--- src/rtl/dmem_pkg.sv ---
// -----------------------------------------------------------------------------
// dmem_pkg
// Shared definitions for the data-memory arbiter:
//   state_t  : arbiter FSM states (IDLE, ACCESS, RESP)
//   SZ_*     : legal transfer sizes in bytes
//   CNT_W    : width of the access-latency counter (LATENCY up to 15)
//   size_ok  : legal-size and natural-alignment check for one request
// -----------------------------------------------------------------------------
package dmem_pkg;

  typedef enum logic [1:0] {
    IDLE   = 2'd0,
    ACCESS = 2'd1,
    RESP   = 2'd2
  } state_t;

  localparam logic [3:0] SZ_B = 4'd1;
  localparam logic [3:0] SZ_H = 4'd2;
  localparam logic [3:0] SZ_W = 4'd4;
  localparam logic [3:0] SZ_D = 4'd8;

  localparam int CNT_W = 4;

  // Only the low three address bits matter: the largest legal size is 8 bytes,
  // so "addr mod size == 0" never depends on higher bits.
  function automatic logic size_ok(input logic [3:0] size, input logic [2:0] addr_lo);
    logic ok;
    case (size)
      SZ_B:    ok = 1'b1;
      SZ_H:    ok = (addr_lo[0]   == 1'b0);
      SZ_W:    ok = (addr_lo[1:0] == 2'b00);
      SZ_D:    ok = (addr_lo      == 3'b000);
      default: ok = 1'b0;
    endcase
    return ok;
  endfunction

endpackage

--- src/rtl/dmem_arbiter_rr_arbiter2.sv ---
// -----------------------------------------------------------------------------
// rr_arbiter2
// Combinational two-way round-robin pick.
//   i_req        : per-port request
//   i_last_grant : port that won the previous arbitration
//   o_winner     : selected port (meaningful only when o_any_req is high)
//   o_any_req    : at least one port is requesting
// -----------------------------------------------------------------------------
module rr_arbiter2 (
  input  logic [1:0] i_req,
  input  logic       i_last_grant,
  output logic       o_winner,
  output logic       o_any_req
);

  always_comb begin
    o_any_req = |i_req;
    case (i_req)
      2'b01:   o_winner = 1'b0;
      2'b10:   o_winner = 1'b1;
      // Contention: the port that did not win last time goes first.
      default: o_winner = ~i_last_grant;
    endcase
  end

endmodule

--- src/rtl/dmem_arbiter.sv ---
// -----------------------------------------------------------------------------
// dmem_arbiter
// Shares one data memory between the CPU load/store path (port 0) and the
// debug/DMA path (port 1). One transaction in flight at a time; each access
// is held on the memory interface for LATENCY cycles.
//
// Ports:
//   i_clk, i_rst_n          : clock, asynchronous active-low reset
//   i_req/i_we/i_addr/
//   i_wdata/i_size          : per-port request (held until o_gnt for that port)
//   o_gnt                   : one-cycle pulse, request accepted
//   o_rvalid                : one-cycle pulse, transaction complete
//   o_rdata, o_err          : response data / error flag, qualified by o_rvalid
//   o_mem_*                 : datamem address, enables, write data, size
//   i_mem_read_data         : datamem read data
// -----------------------------------------------------------------------------
module dmem_arbiter
  import dmem_pkg::*;
#(
  parameter int LATENCY = 1,
  parameter int ADDR_W  = 64,
  parameter int DATA_W  = 64
) (
  input  logic                   i_clk,
  input  logic                   i_rst_n,
  input  logic [1:0]             i_req,
  input  logic [1:0]             i_we,
  input  logic [1:0][ADDR_W-1:0] i_addr,
  input  logic [1:0][DATA_W-1:0] i_wdata,
  input  logic [1:0][3:0]        i_size,
  output logic [1:0]             o_gnt,
  output logic [1:0]             o_rvalid,
  output logic [DATA_W-1:0]      o_rdata,
  output logic                   o_err,
  output logic [ADDR_W-1:0]      o_mem_address,
  output logic                   o_mem_write_enable,
  output logic                   o_mem_read_enable,
  output logic [DATA_W-1:0]      o_mem_write_data,
  output logic [3:0]             o_mem_xfer_size,
  input  logic [DATA_W-1:0]      i_mem_read_data
);

  localparam logic [CNT_W-1:0] CNT_INIT = CNT_W'(LATENCY - 1);

  state_t              r_state;
  state_t              w_state_next;
  logic                r_last_grant;   // also the owner of the in-flight transaction
  logic [CNT_W-1:0]    r_count;
  logic                r_we;
  logic [ADDR_W-1:0]   r_addr;
  logic [DATA_W-1:0]   r_wdata;
  logic [3:0]          r_size;
  logic                r_err;
  logic                r_first;        // high for the cycle right after acceptance
  logic [DATA_W-1:0]   r_rdata;

  logic                w_winner;
  logic                w_any_req;
  logic                w_accept;
  logic                w_req_err;

  rr_arbiter2 u_rr (
    .i_req        (i_req),
    .i_last_grant (r_last_grant),
    .o_winner     (w_winner),
    .o_any_req    (w_any_req)
  );

  assign w_accept  = (r_state == IDLE) && w_any_req;
  assign w_req_err = ~size_ok(i_size[w_winner], i_addr[w_winner][2:0]);

  // State register
  always_ff @(posedge i_clk or negedge i_rst_n) begin
    if (!i_rst_n) begin
      r_state <= IDLE;
    end else begin
      r_state <= w_state_next;
    end
  end

  // Next-state logic
  always_comb begin
    w_state_next = r_state;
    case (r_state)
      IDLE: begin
        if (w_any_req) begin
          w_state_next = w_req_err ? RESP : ACCESS;
        end
      end
      ACCESS: begin
        if (r_count == '0) begin
          w_state_next = RESP;
        end
      end
      RESP:    w_state_next = IDLE;
      default: w_state_next = IDLE;
    endcase
  end

  // Request latches, latency counter and response data
  always_ff @(posedge i_clk or negedge i_rst_n) begin
    if (!i_rst_n) begin
      r_last_grant <= 1'b1;
      r_count      <= '0;
      r_we         <= 1'b0;
      r_addr       <= '0;
      r_wdata      <= '0;
      r_size       <= '0;
      r_err        <= 1'b0;
      r_first      <= 1'b0;
      r_rdata      <= '0;
    end else begin
      r_first <= w_accept;
      if (w_accept) begin
        r_last_grant <= w_winner;
        r_we         <= i_we[w_winner];
        r_addr       <= i_addr[w_winner];
        r_wdata      <= i_wdata[w_winner];
        r_size       <= i_size[w_winner];
        r_err        <= w_req_err;
        r_count      <= CNT_INIT;
        r_rdata      <= '0;
      end else if (r_state == ACCESS) begin
        if (r_count == '0) begin
          r_rdata <= r_we ? '0 : i_mem_read_data;
        end else begin
          r_count <= r_count - 1'b1;
        end
      end else if (r_state == RESP) begin
        r_rdata <= '0;
      end
    end
  end

  // Output logic: memory interface is live only in ACCESS
  always_comb begin
    o_mem_address      = '0;
    o_mem_write_enable = 1'b0;
    o_mem_read_enable  = 1'b0;
    o_mem_write_data   = '0;
    o_mem_xfer_size    = '0;
    o_err              = 1'b0;
    case (r_state)
      ACCESS: begin
        o_mem_address      = r_addr;
        o_mem_write_data   = r_wdata;
        o_mem_xfer_size    = r_size;
        o_mem_read_enable  = ~r_we;
        // Write strobe only on the first access cycle so memory sees one write.
        o_mem_write_enable = r_we & r_first;
      end
      RESP: begin
        o_err = r_err;
      end
      default: begin
      end
    endcase
  end

  genvar gi;
  generate
    for (gi = 0; gi < 2; gi++) begin : g_port
      assign o_gnt[gi]    = r_first && (r_last_grant == 1'(gi));
      assign o_rvalid[gi] = (r_state == RESP) && (r_last_grant == 1'(gi));
    end
  endgenerate

  assign o_rdata = r_rdata;

endmodule
--- config.mk ---
export PLATFORM = sky130hd
export DESIGN_NAME = dmem_arbiter
export DESIGN_NICKNAME = d
export VERILOG_FILES = /design/src/rtl/dmem_pkg.sv /design/src/rtl/dmem_arbiter_rr_arbiter2.sv /design/src/rtl/dmem_arbiter.sv
export SDC_FILE = /design/constraint.sdc
export NUM_CORES = 1
export LEC_CHECK = 0
export CORE_AREA = 2 2 206 208
export DETAILED_ROUTE_END_ITERATION = 7
export DIE_AREA = 0 0 208 210
export HOLD_SLACK_MARGIN = 0.06
export SLEW_MARGIN = 20
export SYNTH_ARGS = -nofsm -noshare
export SYNTH_HDL_FRONTEND = slang
export SYNTH_SLANG_ARGS = --single-unit
export TNS_END_PERCENT = 1
--- constraint.sdc ---
create_clock -name i_clk -period 3.3 [get_ports i_clk]
set_input_delay 0.33 -clock i_clk [delete_from_list [all_inputs] [get_ports i_clk]]
set_output_delay 0.33 -clock i_clk [all_outputs]
set_load 0.03 [all_outputs]
* Word level (Yosys, flattened, before mapping)
Index checks and enable logic that the tools add are counted.
** Operators by class
- Add/sub/neg operators :: 1
- Order comparisons :: 1
- Eq/ne operators :: 12
- Muxes and demuxes :: 28
- Bitwise gates (word level) :: 5
- Reductions and logical operators :: 15
** Operators by type and width (count)
- two-way mux 64 bit :: 11
- two-way mux 4 bit :: 6
- two-way mux 2 bit :: 3
- != test 2 bit (second input constant) :: 3
- AND reduction 2 bit :: 3
- logical AND 1 bit :: 5
- two-way mux 1 bit :: 5
- equality test 2 x 1 -> 1 bit (second input constant) :: 2
- equality test 2 bit (second input constant) :: 2
- equality test 4 x 1 -> 1 bit (second input constant) :: 1
- equality test 4 x 2 -> 1 bit (second input constant) :: 1
- equality test 4 x 3 -> 1 bit (second input constant) :: 1
- equality test 4 bit (second input constant) :: 1
- zero test 2 bit :: 2
- zero test 4 bit :: 1
- NOT 1 bit :: 4
- one-hot mux 1 bit (4 select lines) :: 1
- one-hot mux 2 bit (2 select lines) :: 1
- subtractor 4 x 1 -> 4 bit (second input constant) :: 1
- zero test 3 bit :: 1
- != test 3 bit (second input constant) :: 1
- nonzero test 3 bit :: 1
- less-than comparator 1 x 2 -> 1 bit (second input constant) :: 1
- one-hot mux 1 bit (2 select lines) :: 1
- 3 further kinds :: 3
** Word-level totals
- Bits in registers :: 206
- Bits of input ports :: 334
- Output and inout bits :: 203
- Word-level logic and storage cells :: 72

* Longest topological paths before layout
Gate-level depths: netlist (run 1).
- Word-level depth :: 9
- Gate-level depth with buffers :: 9
- Mapped depth without buffers :: 6

* Hierarchy
From an unflattened synthesis (run 1), not the netlist that was laid out.
** Second synthesis, totals
- Cells, all modules :: 1073
- Area, all modules :: 10159.7 um^2
** Modules (own cells, without submodules)
- dmem_arbiter :: instances 1, cells each 1066, area each 10114.7 um^2, sequential area each 5156.2 um^2
- rr_arbiter2 :: instances 1, cells each 7, area each 45.0 um^2, sequential area each 0.0 um^2

* Worst setup path after synthesis (run 1)
No wires, ideal clock.
- Path type :: register -> output
- Start point :: register r_state[0]
- End point :: output o_mem_address[0]
- Arrival :: 1407 ps
- Required time :: 2970 ps
- Slack :: 1563 ps
- Stages on the path, launching flop included :: 6
- Buffers on the path :: 3
- Path through :: dfrtp_1 > nor2b_1 > buf_2 > buf_2 > clkbuf_1 > and2_1
** On the way
- Cells in the longest elaborated chain, start to end :: 2
** RTL lines
- start, declared :: RTL line dmem_arbiter.sv:45 : state_t r_state;
- start signal, assigned :: RTL line dmem_arbiter.sv:77 : r_state <= w_state_next;
- equality test 2 x 1 -> 1 bit :: RTL line dmem_arbiter.sv:143 : case (r_state)
- two-way mux 64 bit :: RTL line dmem_arbiter.sv:143
- end, declared :: RTL line dmem_arbiter.sv:35 : output logic [ADDR_W-1:0] o_mem_address,
Every way passes these cells.

* Worst setup path in the final report (run 1)
- Start point :: register r_state[0]
- End point :: output o_mem_write_data[37]
** On the way
- Cells in the longest elaborated chain, start to end :: 2
** RTL lines
- equality test 2 x 1 -> 1 bit :: RTL line dmem_arbiter.sv:143
- two-way mux 64 bit :: RTL line dmem_arbiter.sv:143
- end, declared :: RTL line dmem_arbiter.sv:38 : output logic [DATA_W-1:0] o_mem_write_data,
Every way passes these cells.

==> flow_summary.json, run 1 <==
{
  "status": "completed",
  "synth-main-ff-cell": "dfrtp_1",
  "skew_ns": 0.01045,
  "post_cts_buffers": 0,
  "period_share_pct": 92.55,
  "routedWlPerCell_um": 16.88,
  "ios": 537,
  "die_y_um": 210,
  "startpoint_type": "flop",
  "yosysUniqueCellTypes": 36,
  "setup_viol": 0,
  "holdCritPathClass": "in2reg",
  "finalNetCount": 1912,
  "top_usage_layer": "met2",
  "grt_use_met1_pct": 19.54,
  "worstMarginPinSlew_ns": 0.7472,
  "overflow": 0,
  "min_from": "i_mem_read_data[59]",
  "ys_ff_latch": 206,
  "slew_headroom_pct": 50.01,
  "n_antenna_cell": 0,
  "rr_startpoint": "r_state[0]$_DFFE_PN0P_",
  "grt_util_met3_pct": 4.574,
  "async_flop_share_pct": 100.0,
  "irDropWorstVdd_uv": 325.0,
  "netlist_instances": 1068,
  "mostFrequentLayoutCells": "535 x clkdlybuf4s50_1, 265 x nand2_1, 205 x dfrtp_1, 133 x and2_1, 133 x mux2i_1",
  "end_kind": "primary output",
  "port_buffers": 536,
  "place_congestion": 0.8195,
  "clock-sinks": 206,
  "final_cells": 2134,
  "drive_above_1_share_pct": 4.577,
  "syn_nets": 1405,
  "max_freq_ghz": 0.3274,
  "final-hold-violation-count": 0,
  "cp_max_fo": 67,
  "numCtsBuffers": 26,
  "grt_pass1_wl_mm": 55.23,
  "finalMaxSlewViolations": 0,
  "power_leakage_nw": 7.252,
  "cts_tree": "built",
  "p_per_area_nw_per_um2": 562.5,
  "drc": 0,
  "final_common_cell": "clkdlybuf4s50_1",
  "initial_core_util_pct": 24.26,
  "yosysSeqAreaShare_pct": 51.25,
  "ctsHtreeMaxLevel": 1,
  "worstPathRequired_ns": 2.97,
  "vias": 9197,
  "grtUsageTotal_pct": 16.00,
  "grt_max_degree": 103,
  "die_area_sq_um": 43680,
  "first_global_vias": 9433,
  "detail-route-antenna-nets": 0,
  "maxCapViolCount": 0,
  "num_rows": 75,
  "drtPass1Iterations": 5,
  "core_area_sq_um": 41480,
  "die_w_um": 208,
  "min_path_cells": 3,
  "grt_setup_unrepaired": "false",
  "numPlacedInstances": 2085,
  "vias_per_cell": 4.310,
  "dp_hpwl_mm": 27.24,
  "synthToLayoutAreaGrowth_pct": 67.73,
  "use_met2_pct": 27.48,
  "synth-edff-count": 0,
  "yosys_warnings": 0,
  "min_period_ns": 3.054,
  "drtIter0Drc": 431,
  "avgSynthCellArea_sq_um": 9.420,
  "clkLatencyLatePin_ns": 0.53,
  "wl_mm": 36.03,
  "path_class": "reg2out",
  "antenna_found_initial": 1,
  "syn_area_sq_um": 10060,
  "path_clk_slew_ns": 0.06,
  "arrival_ns": 2.72,
  "r2r_cells": 5,
  "cts_root_buffer": "clkbuf_16",
  "critical_path.startpoint": "r_state[0]$_DFFE_PN0P_",
  "cts.path.max_buffers": 3,
  "setup_tns_ns": 0
}
synth_stat cells (all sizes together) (2+ instances only):
master,n,area share [%]
nor4,2,0.12
o21ai,205,10
and3b,2,0.17
or4,2,0.15
nand3,2,0.099
nor3b,2,0.15
xor2,2,0.17
buf,44,2.8
and2,133,8.3
nor2b,3,0.19
nand2,265,9.9
dfrtp,205,51
inv,5,0.19
mux2i,133,13
ha,3,0.37
nor2,9,0.34
clkbuf,37,1.4
flip-flops by register name, summed over array words and instances, names as in the netlist:
signal        count
r_size            4
r_wdata          64
o_rdata          64
r_last_grant      1
r_state           2
r_first           1
r_count           4
r_we              1
r_addr           64
r_err             1
critical path, stage by stage (launching register included):
cell	delay, ns
dfrtp_1	0.47
nor2b_4	0.22
buf_4	0.49
and2_1	0.27
clkdlybuf4s50_1	0.70
layer usage:
layer	vias up	routed length [um]
met5	-	0
met3	55	2720
li1	4550	-
met1	4255	15030
met2	337	17400
met4	0	888
power breakdown:
group	internal, mW	total, mW	leakage, nW	switching, mW
Sequential	3.37	3.80	2.64	0.424
Combinational	1.38	2.95	4.21	1.57
Clock	1.61	2.75	0.406	1.13
stage by stage:
step | instance area (sq um) | setup slack (ns) | power, mW | util [%] | hold slack [ns]
after floorplan | 10060 | 1.563 | 5.603 | - | 0.03441
after global placement | 16030 | 0.6084 | 6.765 | 38.66 | 0.3574
after detailed placement | 16030 | 0.5711 | 6.851 | 38.66 | 0.3672
after CTS | 16870 | 0.2008 | 9.668 | 40.68 | 0.3059
after global routing | 16870 | 0.06760 | 10.18 | 40.68 | 0.3321
final | 16870 | 0.2457 | 9.492 | 40.68 | 0.3355
kinds of logic (layout without fill, tap and decap cells):
group / Yosys count / in the layout / share of synthesized area (%)
AND/OR/NAND/NOR: 426 / 426 / 19.79
AO/OA/AOI/OAI: 211 / 211 / 10.70
flip-flops: 206 / 206 / 51.25
multiplexers: 133 / 133 / 13.23
buffers and inverters: 86 / 613 / 4.402
adder cells (fa/ha/maj): 3 / 3 / 0.3731
XOR/XNOR: 3 / 3 / 0.2612
path summary, 6_finish.rpt:
| check | endpoint | slack (ns) |
|---|---|---|
| setup reg to reg | o_rdata[28]$_DFFE_PN0P_ | 1.31 |
| setup / recovery | o_mem_write_data[37] | 0.25 |
| max in group asynchronous | o_rdata[40]$_DFFE_PN0P_ | 1.95 |
| hold / removal | o_rdata[59]$_DFFE_PN0P_ | 0.34 |
| hold reg to reg | r_addr[33]$_DFFE_PN0P_ | 0.47 |
| min in group asynchronous | o_rdata[9]$_DFFE_PN0P_ | 0.35 |
area by class of cell:
type                       instances  area, sq um
inverter                           5        18.77
multi-input combinational        776         4504
clock buffer                      38        767.0
sequential                       206         5156
tap                              539        674.4
clock inverter                    10        63.81
fill                            4142        24600
timing repair buffer             560         5690
what timing repair did:
action,4_1_cts,5_1_grt
hold buffers,1,0
gates resized for setup,0,0
endpoints found under the hold margin,72,0
(Power assumes the default switching activity.)
==> inputs of run 2 (changes only) <==
- CORE_AREA: 2 2 206 208 -> 3 3 211 213
- DIE_AREA: 0 0 208 210 -> 0 0 214 216
==> run 2 against run 1 <==
  * Setup slack better by 0.15 ns
  * Via count is 0.15% lower
  * Power is 2.9% higher
  * Count of clock-buffer cells in the layout is 3 higher
==> flow_summary.json, run 2 (synthesis gave the netlist of run 1 again) <==
{
  "status": "completed",
  "netSwitchingFraction_pct": 31.88,
  "final_common_cell": "clkdlybuf4s50_1",
  "place_area_sq_um": 16120,
  "finalNetCount": 1917,
  "p_int_mw": 6.651,
  "min_period_ns": 2.906,
  "grt_setup_unrepaired": "false",
  "post_cts_buffers": 0,
  "cts.path.max_buffers": 3,
  "grtUsageTotal_pct": 15.56,
  "path_clk_slew_ns": 0.06,
  "path_class": "reg2out",
  "irDropWorstVdd_uv": 392.9,
  "final_cells": 2185,
  "ctsResizeCount": 0,
  "max_freq_ghz": 0.3442,
  "worstPathRequired_ns": 2.97,
  "first_global_vias": 9665,
  "holdCritPathClass": "in2reg",
  "cp.depth": 4,
  "finalMaxSlewViolations": 0,
  "core_area_sq_um": 42890,
  "drtIter0Drc": 435,
  "fin_util_pct": 39.73,
  "period_share_pct": 88.05,
  "die_y_um": 216,
  "routedWlPerCell_um": 17.03,
  "detail-route-antenna-nets": 0,
  "r2r_slack_ns": 1.30,
  "final-hold-violation-count": 0,
  "worstReg2RegEnd": "r_wdata[14]$_DFFE_PN0P_",
  "r2r_cells": 5,
  "numCtsBuffers": 26,
  "power_frac_seq_pct": 38.8,
  "port_buffers": 536,
  "drive_above_1_share_pct": 4.753,
  "rr_startpoint": "r_last_grant$_DFFE_PN1P_",
  "p_clk_share_pct": 30.4,
  "initial_core_util_pct": 23.46,
  "worstMarginPinSlew_ns": 0.7816,
  "crit_buf_inv": 2,
  "vias_per_cell": 4.203,
  "grt_max_degree": 86,
  "cp_max_fo": 76,
  "min_from": "i_mem_read_data[52]",
  "cts_tree": "built",
  "switching_power_mw": 3.113,
  "die_area_sq_um": 46220,
  "max_stage_delay_ns": 0.72,
  "ios": 537,
  "drtPass1Iterations": 5,
  "antenna_found_initial": 1,
  "p_per_area_nw_per_um2": 573.1,
  "timing.hold.ws_ns": 0.3443,
  "postLayoutCellArea_sq_um": 17040,
  "startpoint_type": "flop",
  "path_cells": "nor2b_4, buf_12, and2_1, clkdlybuf4s50_1",
  "crit_family": "buffers and inverters",
  "clock-sinks": 206,
  "critical_path.startpoint": "r_state[0]$_DFFE_PN0P_",
  "numPlacedInstances": 2136,
  "endpoint": "o_mem_xfer_size[0]",
  "clkLatencyLatePin_ns": 0.53,
  "maxCapViolCount": 0,
  "grt_pass1_wl_mm": 57.28,
  "num_rows": 76,
  "cts_root_buffer": "clkbuf_16",
  "mostFrequentLayoutCells": "535 x clkdlybuf4s50_1, 265 x nand2_1, 205 x dfrtp_1, 133 x and2_1, 133 x mux2i_1",
  "drc": 0,
  "p_comb_share_pct": 30.8,
  "power_leakage_nw": 7.305,
  "wl_mm": 37.22,
  "skew_ns": 0.01565,
  "vias": 9183,
  "cpMaxStageDelayCell": "clkdlybuf4s50_1",
  "nFillCells": 4279,
  "setup_viol": 0,
  "end_kind": "primary output",
  "arrival_ns": 2.58,
  "setup_tns_ns": 0,
  "die_w_um": 214,
  "multi_input_area_sq_um": 4504,
  "ctsHtreeMaxLevel": 1,
  "overflow": 0,
  "regArea_sq_um": 5156,
  "dp_hpwl_mm": 28.40,
  "slew_headroom_pct": 47.34,
  "place_congestion": 0.8430,
  "synthToLayoutAreaGrowth_pct": 69.34
}
run 2: changes by cell type in the layout (fill, tap and decap cells not counted), moves of 2 or more:
| cell | before | now |
|---|---|---|
| buf_4 | 12 | 18 |
| clkbuf_8 | 5 | 8 |
| bufinv_16 | 0 | 3 |
| clkinvlp_4 | 3 | 1 |
| clkinv_2 | 6 | 1 |
run 2: worst reg2reg max path: stages, from the launching register on:
cell,delay [ns]
dfstp_2,0.58
nor2_1,0.09
a21oi_4,0.29
buf_12,0.39
mux2i_1,0.39
o21ai_0,0.11
run 2: layout make-up:
type                            count  area share, %
Inverter                            5         0.1102
Clock buffer                       41          4.685
Tap cell                          585          4.296
Antenna cell                        1        0.01469
Clock inverter                      6         0.6536
Timing Repair Buffer              565          33.54
Sequential cell                   206          30.26
Multi-Input combinational cell    776          26.44
run 2: power groups by stage:
stage | Sequential [mW] | Clock [mW] | Combinational, mW
2_1_floorplan | 3.73 | 0 | 1.87
3_3_place_gp | 3.79 | 0 | 3.00
3_5_place_dp | 3.83 | 0 | 3.06
4_1_cts | 3.80 | 3.08 | 3.06
5_1_grt | 3.91 | 3.19 | 3.36
6_report | 3.79 | 2.97 | 3.00
run 2: how the worst min path moves through the flow:
stage / to / slack, ns / cells past startpoint
2_1_floorplan: o_rdata[0]$_DFFE_PN0P_ / 0.03 / 0
3_3_place_gp: o_rdata[6]$_DFFE_PN0P_ / 0.45 / 1
6_report: o_rdata[52]$_DFFE_PN0P_ / 0.34 / 3
5_1_grt: o_rdata[20]$_DFFE_PN0P_ / 0.34 / 3
4_1_cts: o_rdata[20]$_DFFE_PN0P_ / 0.31 / 3
3_5_place_dp: o_rdata[4]$_DFFE_PN0P_ / 0.45 / 1
run 2: what timing repair did:
action	4_1_cts	5_1_grt
setup endpoints to repair	0	0
endpoints found under the hold margin	78	0
hold buffers	1	0
run 2: through the flow:
step | worst slack (ns) | total power [mW]
5_1_grt | 0.1997 | 10.47
2_1_floorplan | 1.563 | 5.603
3_3_place_gp | 0.6710 | 6.793
6_report | 0.3944 | 9.764
3_5_place_dp | 0.6342 | 6.892
4_1_cts | 0.2768 | 9.940
run 2: per-layer routing:
layer  GRT usage (%)  up-vias  part of all wire, %
met2           27.19      351                   49
met1           18.61     4218                   41
li1                -     4563                    -
met3           4.942       49                  8.2
met5               0        -                0.035
met4           3.885        2                  2.1
==> edit (flow settings as in run 1) <==
`CNT_W`: 4 -> 6.
--- a/src/rtl/dmem_pkg.sv
+++ b/src/rtl/dmem_pkg.sv
@@ -19,7 +19,7 @@
   localparam logic [3:0] SZ_W = 4'd4;
   localparam logic [3:0] SZ_D = 4'd8;
 
-  localparam int CNT_W = 4;
+  localparam int CNT_W = 6;
 
   // Only the low three address bits matter: the largest legal size is 8 bytes,
   // so "addr mod size == 0" never depends on higher bits.
Check against the original RTL: no difference found for any inputs over 4 cycles, from zero or initial values and one cycle with i_rst_n low; that may be too few to reach the edited logic, so the function may still have changed.
==> edit against run 1 <==
Critical path depth unchanged; setup slack gained 0.018 ns; synthesized area shrank 1.5%; cell area is 0.49% lower; wire length increased by 1.0%; final cell count decreased by 5.2%; sequential cell count grew 2; hold slack better by 0.064 ns; clock power rose by 3%; total power about the same; highest routed layer is now met5.
==> edit: results (changes against run 1) <==
status=complete, no violations; Multi-Input Combinational=658 (-15%); vias in the first global route=9093 (-3.6%); routed wl met2=17900 um (+2.7%); bufs w/o clock=567 (+1.3%); Final non-clock buffer share=34.0% (+0.26 points); M1 WL=15000 um (-0.21%); synthesized area per cell=10.5 um2 (+11%); DR iter-0 viols=371 (-14%); Clock Skews=0.00863 ns (-0.00182 ns); fraction of layout cells with a size suffix above 1=7.48% (+2.9 points); CP max-delay cell=clkdlybuf4s50_1; grt met1 use=19.9% (+0.31 points); leakage=7.27 nW (+0.28%); top post-synthesis cells by area=dfrtp_1 (52%), mux2i_1 (14%), and2_1 (8.4%), o21ai_0 (7.3%), nand2_1 (5.4%); CP Max Fanout=19 (-72%); P_sw=0.00307 W (-1.7%); ClkCell Share=4.94% (+0.017 points); synth warn=0 (unchanged); slew of the pin with the lowest slew margin=0.734 ns (-0.0135 ns); DR WL met3=2480 um (-8.9%); total track usage=16.0% (+0.024 points); FFs w/ async S/R, synth=100% (unchanged); worst reg2reg path depth=4 (-1); Root Buffer=clkbuf_16; multi-input combinational area share=25.9% (-0.76 points); top post-synthesis cells by count=dfrtp_1 (207), o21ai_0 (145), nand2_1 (142), mux2i_1 (135), and2_1 (133); Placer Congestion=0.784 (-4.4%); largest net degree at the start of global routing=153 (+49%); highest routed layer=met5; Crit path largest cell delay=0.72 ns (+0.02 ns); 1st-pass router iterations=4 (-1); post-synth cell types=32 (-11%); part of the Yosys area used for sequential elements=52.5% (+1.3 points); worst vdd ir=0.327 mV (+0.48%); Final #Nets=1804 (-5.6%); syn_nets=1284 (-8.6%); clock sinks=208 (+0.97%); first-pass GRT wire length=54800 um (-0.81%); Sequential cell area=5210 um2 (+0.97%); Via-to-Cell Ratio=4.33 (+0.49%); met3 Resource Use GR=4.26% (-0.31 points); setup slack at placement=0.614 ns (+0.0427 ns); Hold WC Path Type=in -> async; HPWL Detailed=27400 um (+0.58%); filler cell count=4125 (-0.41%); Num CTS Buffers=25 (-3.8%); inverter count=6 (+1); M2 GR Usage=27.6% (+0.069 points); final-layout clock buffer total=34 (-11%)
edit: path summary, 6_finish.rpt:
path                                        startpoint                      end  slack [ns]
worst max-delay path            r_state[0]$_DFFE_PN0P_         o_mem_address[0]        0.26
worst min-delay path                           i_rst_n  o_rdata[11]$_DFFE_PN0P_        0.40
worst max register to register  r_count[2]$_DFFE_PN0P_  o_rdata[36]$_DFFE_PN0P_        1.15
worst min register to register  r_addr[34]$_DFFE_PN0P_   r_addr[34]$_DFFE_PN0P_        0.47
max in group asynchronous                      i_rst_n   r_addr[22]$_DFFE_PN0P_        2.06
min in group i_clk                  i_mem_read_data[2]   o_rdata[2]$_DFFE_PN0P_        0.41
edit: power by group through the flow:
| stage | logic, W | registers, W | clock network [W] |
|---|---|---|---|
| 3_3_place_gp | 0.00284 | 0.00383 | 0 |
| 2_1_floorplan | 0.00170 | 0.00378 | 0 |
| 6_report | 0.00284 | 0.00383 | 0.00282 |
| 4_1_cts | 0.00291 | 0.00384 | 0.00292 |
| 3_5_place_dp | 0.00290 | 0.00387 | 0 |
| 5_1_grt | 0.00319 | 0.00394 | 0.00302 |
edit: cell families after synthesis:
kind of cell / Yosys count / share of synthesized area (%)
compound gates: 216 / 13.9
xor+xnor: 1 / 0.0884
fa+ha+maj: 4 / 0.505
buf+inv: 80 / 3.84
flops: 208 / 52.5
mux: 135 / 13.6
simple gates: 302 / 15.5
edit: per-stage QoR:
stage | util, % | std cells | total power [W]
after floorplan | - | 946 | 0.00548
final | 40.5 | 2023 | 0.00950
after global routing | 40.5 | 2023 | 0.0101
after detailed placement | 38.5 | 1977 | 0.00677
after CTS | 40.5 | 2023 | 0.00967
after global placement | 38.5 | 1977 | 0.00668
